File: config.mk
export PLATFORM = sky130hd
export DESIGN_NAME = soc_bram_copy
export DESIGN_NICKNAME = d
export VERILOG_FILES = /design/src/rtl/soc_bram_copy.sv
export SDC_FILE = /design/constraint.sdc
export NUM_CORES = 1
export LEC_CHECK = 0
export ABC_AREA = 1
export CAP_MARGIN = 5
export CORE_ASPECT_RATIO = 1.75
export CORE_MARGIN = 5
export CORE_UTILIZATION = 30
export DETAILED_ROUTE_END_ITERATION = 10
export GPL_TIMING_DRIVEN = 1
export PLACE_DENSITY = 0.58
export SLEW_MARGIN = 40
export SYNTH_ARGS = -nofsm -noshare
export SYNTH_HDL_FRONTEND = slang
export SYNTH_SLANG_ARGS = --single-unit
File: constraint.sdc
create_clock -name clk -period 2.4 [get_ports clk]
set_input_delay 0.24 -clock clk [delete_from_list [all_inputs] [get_ports clk]]
set_output_delay 0.24 -clock clk [all_outputs]
set_load 0.05 [all_outputs]
File: src/rtl/soc_bram_copy.sv
// soc_bram_copy: word-granular copy/fill engine driving one single-port block
// RAM port (1-cycle registered read, active-low byte write mask).
//
// Ports
//   clk, rst_n        clock, synchronous active-low reset
//   cmd_src/dst/len   command: source, destination, length in words (0..2^AW)
//   cmd_fill          1 = fill dst with cmd_pattern, 0 = copy src -> dst
//   cmd_pattern       fill word
//   cmd_valid/ready   command handshake; ready in IDLE and DONE
//   busy              command in progress (RD/WR/FILL)
//   done              one-cycle completion pulse
//   mem_addr/we/wmsk  RAM address, write enable, active-low byte mask
//   mem_wdata         RAM write data
//   mem_rdata         RAM read data, valid the cycle after its address
module soc_bram_copy #(
   parameter int AW = 8
) (
   input  logic          clk,
   input  logic          rst_n,
   input  logic [AW-1:0] cmd_src,
   input  logic [AW-1:0] cmd_dst,
   input  logic [AW:0]   cmd_len,
   input  logic          cmd_fill,
   input  logic [31:0]   cmd_pattern,
   input  logic          cmd_valid,
   output logic          cmd_ready,
   output logic          busy,
   output logic          done,
   output logic [AW-1:0] mem_addr,
   input  logic [31:0]   mem_rdata,
   output logic [31:0]   mem_wdata,
   output logic [3:0]    mem_wmsk,
   output logic          mem_we
);

   typedef enum logic [2:0] {IDLE, RD, WR, FILL, DONE} state_t;

   state_t        state_q;
   logic [AW-1:0] src_q, dst_q, addr_q;
   logic [AW:0]   len_q;
   logic [31:0]   pat_q;
   logic          we_q, busy_q, done_q, rdy_q;
   logic [3:0]    wmsk_q;

   logic accept, last;
   assign accept = cmd_valid & rdy_q;
   // len_q counts words still to write, so 1 means this write is the final one
   assign last   = (len_q == (AW+1)'(1));

   // Outputs are registered: each transition preloads the RAM controls the
   // next state presents, so every state drives its access from its first cycle.
   // The fill/copy choice is carried by the state itself, so no mode register.
   always_ff @(posedge clk) begin
      if (!rst_n) begin
         state_q <= IDLE;
         src_q   <= '0;
         dst_q   <= '0;
         len_q   <= '0;
         pat_q   <= '0;
         addr_q  <= '0;
         we_q    <= 1'b0;
         wmsk_q  <= 4'hF;
         busy_q  <= 1'b0;
         done_q  <= 1'b0;
         rdy_q   <= 1'b1;
      end else begin
         case (state_q)
            // DONE accepts exactly like IDLE so back-to-back commands lose no cycle
            IDLE, DONE: begin
               state_q <= IDLE;
               done_q  <= 1'b0;
               rdy_q   <= 1'b1;
               busy_q  <= 1'b0;
               we_q    <= 1'b0;
               wmsk_q  <= 4'hF;
               if (accept) begin
                  src_q <= cmd_src;
                  dst_q <= cmd_dst;
                  len_q <= cmd_len;
                  pat_q <= cmd_pattern;
                  if (cmd_len == '0) begin
                     state_q <= DONE;
                     done_q  <= 1'b1;
                  end else if (cmd_fill) begin
                     state_q <= FILL;
                     addr_q  <= cmd_dst;
                     we_q    <= 1'b1;
                     wmsk_q  <= 4'h0;
                     busy_q  <= 1'b1;
                     rdy_q   <= 1'b0;
                  end else begin
                     state_q <= RD;
                     addr_q  <= cmd_src;
                     busy_q  <= 1'b1;
                     rdy_q   <= 1'b0;
                  end
               end
            end
            RD: begin
               src_q   <= src_q + AW'(1);
               state_q <= WR;
               addr_q  <= dst_q;
               we_q    <= 1'b1;
               wmsk_q  <= 4'h0;
            end
            WR, FILL: begin
               dst_q <= dst_q + AW'(1);
               len_q <= len_q - (AW+1)'(1);
               if (last) begin
                  // mem_addr keeps the final write address
                  state_q <= DONE;
                  done_q  <= 1'b1;
                  busy_q  <= 1'b0;
                  rdy_q   <= 1'b1;
                  we_q    <= 1'b0;
                  wmsk_q  <= 4'hF;
               end else if (state_q == FILL) begin
                  addr_q <= dst_q + AW'(1);
               end else begin
                  // src_q was already advanced in RD
                  state_q <= RD;
                  addr_q  <= src_q;
                  we_q    <= 1'b0;
                  wmsk_q  <= 4'hF;
               end
            end
            default: state_q <= IDLE;
         endcase
      end
   end

   // Copy data is the word read last cycle, passed straight through to the write.
   always_comb begin
      mem_wdata = 32'h0;
      if (state_q == WR)        mem_wdata = mem_rdata;
      else if (state_q == FILL) mem_wdata = pat_q;
   end

   assign mem_addr  = addr_q;
   assign mem_we    = we_q;
   assign mem_wmsk  = wmsk_q;
   assign busy      = busy_q;
   assign done      = done_q;
   assign cmd_ready = rdy_q;

endmodule

==> results.yml, run 1 <==
detailed_routing:
  firstDrtPassIters: 5
  drcViolationCount: 0
  totalWireLength_um: 14000
  drtIter0Drc: 251
  vias: 4442
  vias_per_cell: 4.88
  wl_per_cell_um: 15.4
  detail-route-antenna-nets: 0
finish:
  area_delta_synth_final_pct: 55.0
  nFillCells: 1323
  final_area_um2: 6220
  final_nets: 829
  antenna_cells: 0
  layout-drive-gt1-share: 0.104
global_route:
  antenna_found_initial: 0
  grt_pass1_wl_um: 22300
  first_global_vias: 4495
  gr-usage-all-layers: 0.174
  grt_max_degree: 45
  grt_overflow: 0
die:
  dieArea_um2: 15900
  ios: 141
  start_util: 0.303
  core_um2: 13200
  dieHeight_um: 163
  placementRows: 56
  die_width_um: 97.5
sta:
  relSlewSlack: 0.642
  hold_slack_ns: 0.466
  setup_slack_ns: 0.344
  layout_min_cycle_time_ns: 2.06
  setup_tns_ns: 0
  max_freq_mhz: 486
  hold_viol: 0
  rsz0062_at_grt: "no"
  post-route-period-util: 0.857
  tightestPinTransition_ns: 0.536
  setup_violations: 0
  finClkSkew_ns: 0.00624
  maxSlewViolCount: 0
synth:
  syn_inst: 603
  synthTopCellsByArea: "dfxtp_1 (36%), nand2_1 (13%), nor2_1 (10%)"
  avgSynthCellArea_um2: 6.66
  synth_commonest_cells: "nand2_1 (135), nor2_1 (112), dfxtp_1 (73)"
  ys_async_sr_fraction: 0
  syn_nets: 700
  synth_area_um2: 4020
  synth_top_area_share: 0.364
  synth_warnings: 0
  synth_top_cell_by_area: "dfxtp_1"
  synth_flop_cell: "dfxtp_1"
  synth_seq_cells: 73
  synth_edf_count: 0
  synth_most_common_cell: "nand2_1"
  yosysSeqAreaShare: 0.364
  synth_cell_type_count: 31
clock_tree:
  cts-root-buf: "clkbuf_16"
  cts_tree: "done"
  path_clk_slew_ns: 0.06
  postCtsSetupBuffers: 0
  cts.path.max_buffers: 2
  clock_sinks: 73
  clk_latency_ns: 0.33
  ctsHoldBuffers: 0
  h-tree-depth: 3
  cts_made_buffers: 9
  cts-resized-gates: 0
critical_path:
  cp_max_fo: 34
  criticalPathCategory: "flop to primary output"
  rr_worst_depth: 9
  arrival_ns: 1.82
  cp.required_ns: 2.16
  startpoint_type: "flop"
  end_kind: "primary output"
place:
  port_buffers: 140
  place_area_um2: 5900
  hpwlAfterDp_um: 10800
  place_ws_ns: 0.434
  gp_congestion: 0.933
hold_path:
  whs_path_depth: 2
  hold_class: "flop to flop"
status:
  outcome: "complete, no violations"
power:
  powerDensity_nw_per_um2: 764
  leakage_nw: 2.59
  vdd_ir_drop_max_mv: 0.344
flow_run:
  max-cap-violations: 0
-- critical path: stages, from the launching register on --
cell and delay (ns):
dfxtp_1 0.31, buf_4 0.15, nand2_1 0.08, nor2_2 0.31, buf_12 0.25, a22o_1 0.22, buf_12 0.15
-- routing by layer --
metal,routed length [µm],up-vias,track usage
met5,0,-,0
met4,597,0,0.0926
met3,943,31,0.0427
met2,7460,163,0.318
met1,5050,2002,0.182
li1,-,2246,-
-- final cells by class --
| cell class | instances | area [µm²] | area share |
|---|---|---|---|
| Sequential cell | 73 | 1460 | 0.235 |
| Timing Repair Buffer | 151 | 1830 | 0.294 |
| Clock buffer | 11 | 243 | 0.0390 |
| Multi-Input combinational cell | 447 | 2200 | 0.354 |
| Inverter | 50 | 188 | 0.0302 |
| Tap cell | 174 | 218 | 0.0350 |
| Clock inverter | 5 | 78.8 | 0.0127 |
-- through the flow --
stage / std cells / util / total power, mW
CTS: 911 / 0.470 / 4.80
global route: 911 / 0.470 / 5.02
detailed placement: 895 / 0.446 / 3.34
finish: 911 / 0.470 / 4.76
global placement: 895 / 0.446 / 3.31
floorplan: 603 / - / 2.63
-- power by group --
| group | switching, mW | leakage [nW] | internal (mW) |
|---|---|---|---|
| registers | 0.140 | 0.602 | 1.40 |
| clock network | 0.512 | 0.159 | 0.937 |
| logic | 1.05 | 1.83 | 0.713 |
| total | 1.71 | 2.59 | 3.05 |
-- cells in the final DEF (no fill, tap or decap), types with 2 or more instances in the layout --
cell type        Yosys  final
inv_2                4      4
a21oi_1             24     24
nand3_1             35     35
nand2_4              3      3
a211oi_1             3      3
a31oi_1             14     14
buf_12               0     34
clkdlybuf4s50_1      0    108
nor2_2               3      4
nor3_1               3      3
buf_4                5      9
a22oi_1              2      2
dfxtp_1             73     73
ha_1                 4      4
a22o_1              32     32
nor2_1             112    111
nand4_1              6      6
o21bai_1             2      2
clkinv_2             0      2
clkbuf_16            0      9
bufinv_16            0      2
nand2_1            135    135
inv_1               46     46
nor2_4               2      2
o21ai_0             58     58
or2_2                2      2
-- sequential cells by signal, indices dropped and copies added, names as in the netlist --
name / flops
pat_q: 32
len_q: 9
dst_q: 8
mem_addr: 8
src_q: 8
state_q: 3
busy: 1
cmd_ready: 1
done: 1
mem_we: 1
mem_wmsk: 1
-- worst paths after layout --
| kind | from | endpoint | slack [ns] |
|---|---|---|---|
| setup / recovery | state_q[0] | mem_wdata[6] | 0.34 |
| hold / removal | len_q[7] | len_q[7] | 0.47 |
| hold reg to reg | len_q[7] | len_q[7] | 0.47 |
| setup reg to reg | len_q[1] | mem_addr[3] | 0.69 |
-- cell families after synthesis --
group                      Yosys count  synth area share
xor gates and xnor gates             1           0.00218
DFF                                 73             0.364
adders and majority gates            4            0.0125
buffers and inverters               83            0.0876
and+or+nand+nor                    305             0.321
AOI/OAI and AO/OA                  137             0.213
(Power assumes the default switching activity.)
==> inputs of run 2 (changes only) <==
- ABC_AREA: 1 -> not set
- clock period: 2.4 -> 2.2 ns (I/O delays scaled with it)
==> run 2 against run 1 <==
Power grew 0.72%; critical path depth decreased by 2; routed wire length rose by 0.33%; count of clock-buffer cells in the layout rose by 1; synthesized cell count decreased by 15%; hold slack worse by 0.031 ns; register-to-register slack worse by 0.40 ns; combinational power down 6%; design area rose by 0.68%; non-clock buffer count rose by 10; sequential power rose by 5%; core utilization rose by 0.072 points.
==> results.yml, run 2 <==
status:
  outcome: "complete, no violations"
synth:
  synth_area_um2: 4030
  synth_top_cell_by_area: "dfxtp_1"
  synthMuxAreaShare: 0.103
  yosysSeqAreaShare: 0.363
  synth-compound-area-share: 0.207
  synth_flop_cell: "dfxtp_1"
  synthTopCellsByArea: "dfxtp_1 (36%), mux2i_1 (9.2%), nand2_1 (7.6%)"
  synth-simple-area-share: 0.239
  syn_nets: 609
  synth_commonest_cells: "nand2_1 (82), dfxtp_1 (73), nor2_1 (71)"
  avgSynthCellArea_um2: 7.87
  syn_inst: 512
  ys_async_sr_fraction: 0
  synth_top_family_by_area: "simple AND/OR/NAND/NOR gates"
  synth_top_area_share: 0.363
  synth_cell_type_count: 57
  synth_xor_area_frac: 0.0152
  yosys.area_share.adder: 0.0124
  synth_seq_cells: 73
  synth_edf_count: 0
  synth_most_common_cell: "nand2_1"
  synth_warnings: 0
power:
  powerDensity_nw_per_um2: 765
  vdd_ir_drop_max_mv: 0.524
  total_power_mw: 4.79
  leakage_nw: 2.34
finish:
  reg_top3: "pat_q: 32 flops, len_q: 9 flops"
  regMostFlops: "pat_q"
  final_nets: 741
  final_area_um2: 6260
  largest_reg_flops: 32
  layout-drive-gt1-share: 0.133
  layout_commonest_cell: "clkdlybuf4s50_1"
  area_delta_synth_final_pct: 55.5
  mostFrequentLayoutCells: "clkdlybuf4s50_1 (108), nand2_1 (82), dfxtp_1 (72)"
  antenna_cells: 0
die:
  die_width_um: 97.6
  placementRows: 56
  dieHeight_um: 163
  start_util: 0.303
  dieArea_um2: 15900
  core_um2: 13300
  ios: 141
sta:
  hold_slack_ns: 0.434
  setup_tns_ns: 0
  maxSlewViolCount: 0
  layout_min_cycle_time_ns: 2.08
  rsz0062_at_grt: "no"
  max_freq_mhz: 482
  hold_viol: 0
  setup_violations: 0
  relSlewSlack: 0.590
  finClkSkew_ns: 0.00801
  post-route-period-util: 0.944
  tightestPinTransition_ns: 0.613
clock_tree:
  cts.path.max_buffers: 2
  clk_latency_ns: 0.33
  path_clk_slew_ns: 0.06
  cts_made_buffers: 9
  h-tree-depth: 3
  cts_tree: "done"
  cts-root-buf: "clkbuf_16"
  clock_sinks: 73
place:
  port_buffers: 140
  hpwlAfterDp_um: 10700
  gp_congestion: 0.897
  place_area_um2: 5950
detailed_routing:
  wl_per_cell_um: 17.1
  drcViolationCount: 0
  firstDrtPassIters: 6
  detail-route-antenna-nets: 0
  vias_per_cell: 5.14
  drtIter0Drc: 152
  vias: 4230
  totalWireLength_um: 14100
hold_path:
  min-delay-start: "cmd_pattern[21]"
  hold-path-endpoint: "pat_q[21]"
  hold_class: "input port to flop"
  whs_path_depth: 3
global_route:
  grt_overflow: 0
  first_global_vias: 4265
  grt_max_degree: 54
  gr-usage-all-layers: 0.172
  grt_pass1_wl_um: 21900
  antenna_found_initial: 0
critical_path:
  criticalPathCategory: "flop to primary output"
  cp.required_ns: 1.98
  cp_max_fo: 23
  r2r_start: "state_q[1]"
  startpoint: "state_q[1]"
  r2r_end: "src_q[4]"
  startpoint_type: "flop"
  rr_worst_depth: 6
  rrSetupSlack_ns: 0.29
  arrival_ns: 1.86
  end_kind: "primary output"
flow_run:
  max-cap-violations: 0
[run 2: changes by cell type after synthesis, moves of 32 or more]
cell     delta
o21ai_0    -35
a22o_1     -32
nor2_1     -41
mux2i_1    +37
nand2_1    -53
inv_1      -41
[run 2: how the worst max path moves through the flow]
stage	end	slack, ns	cells after the start
floorplan	mem_wdata[10]	0.21	5
global placement	src_q[6]	0.27	7
finish	mem_wdata[0]	0.12	4
global route	mem_wdata[0]	0.04	4
detailed placement	src_q[4]	0.19	7
CTS	mem_wdata[0]	0.07	4
[run 2: kinds of logic after synthesis]
logic type	after synthesis
xor+xnor	7
compound gates	130
flops	73
simple gates	210
fa+ha+maj	4
mux	41
buf+inv	47
[run 2: stage by stage]
stage,std cells,setup WS [ns],util
6_report,823,0.124,0.471
5_1_grt,823,0.0427,0.471
4_1_cts,822,0.0706,0.470
3_5_place_dp,806,0.189,0.447
3_3_place_gp,806,0.266,0.447
2_1_floorplan,512,0.206,-
[run 2: timing repair]
action	4_1_cts	5_1_grt
gates resized for setup	0	0
setup buffers	0	0
endpoints found under the hold margin	0	0
setup endpoints to repair	0	5
hold buffers	0	0
[run 2: critical path, cell delays in order (launching register included)]
cell and delay, ns:
dfxtp_1 0.51, or2b_4 0.42, buf_12 0.19, nor2_1 0.21, buf_12 0.17
[run 2: report_power, final]
part	total, mW	switching, mW	internal [mW]
sequential	1.62	0.147	1.48
clock	1.51	0.572	0.941
combinational	1.66	0.927	0.728
[run 2: metal layers]
layer / wire (µm) / GRT usage / vias to the layer above
met4: 463 / 0.0920 / 0
met2: 7920 / 0.338 / 133
met5: 0 / 0 / -
met1: 5000 / 0.166 / 1996
li1: - / - / 2078
met3: 714 / 0.0333 / 23
[run 2: cell type report]
cell class / count / area [µm²]
Tap cell: 174 / 218
Inverter: 6 / 22.5
Sequential cell: 73 / 1460
Clock inverter: 4 / 51.3
Fill cell: 1307 / 7050
Clock buffer: 12 / 256
Timing Repair Buffer: 161 / 1900
Multi-Input combinational cell: 393 / 2350
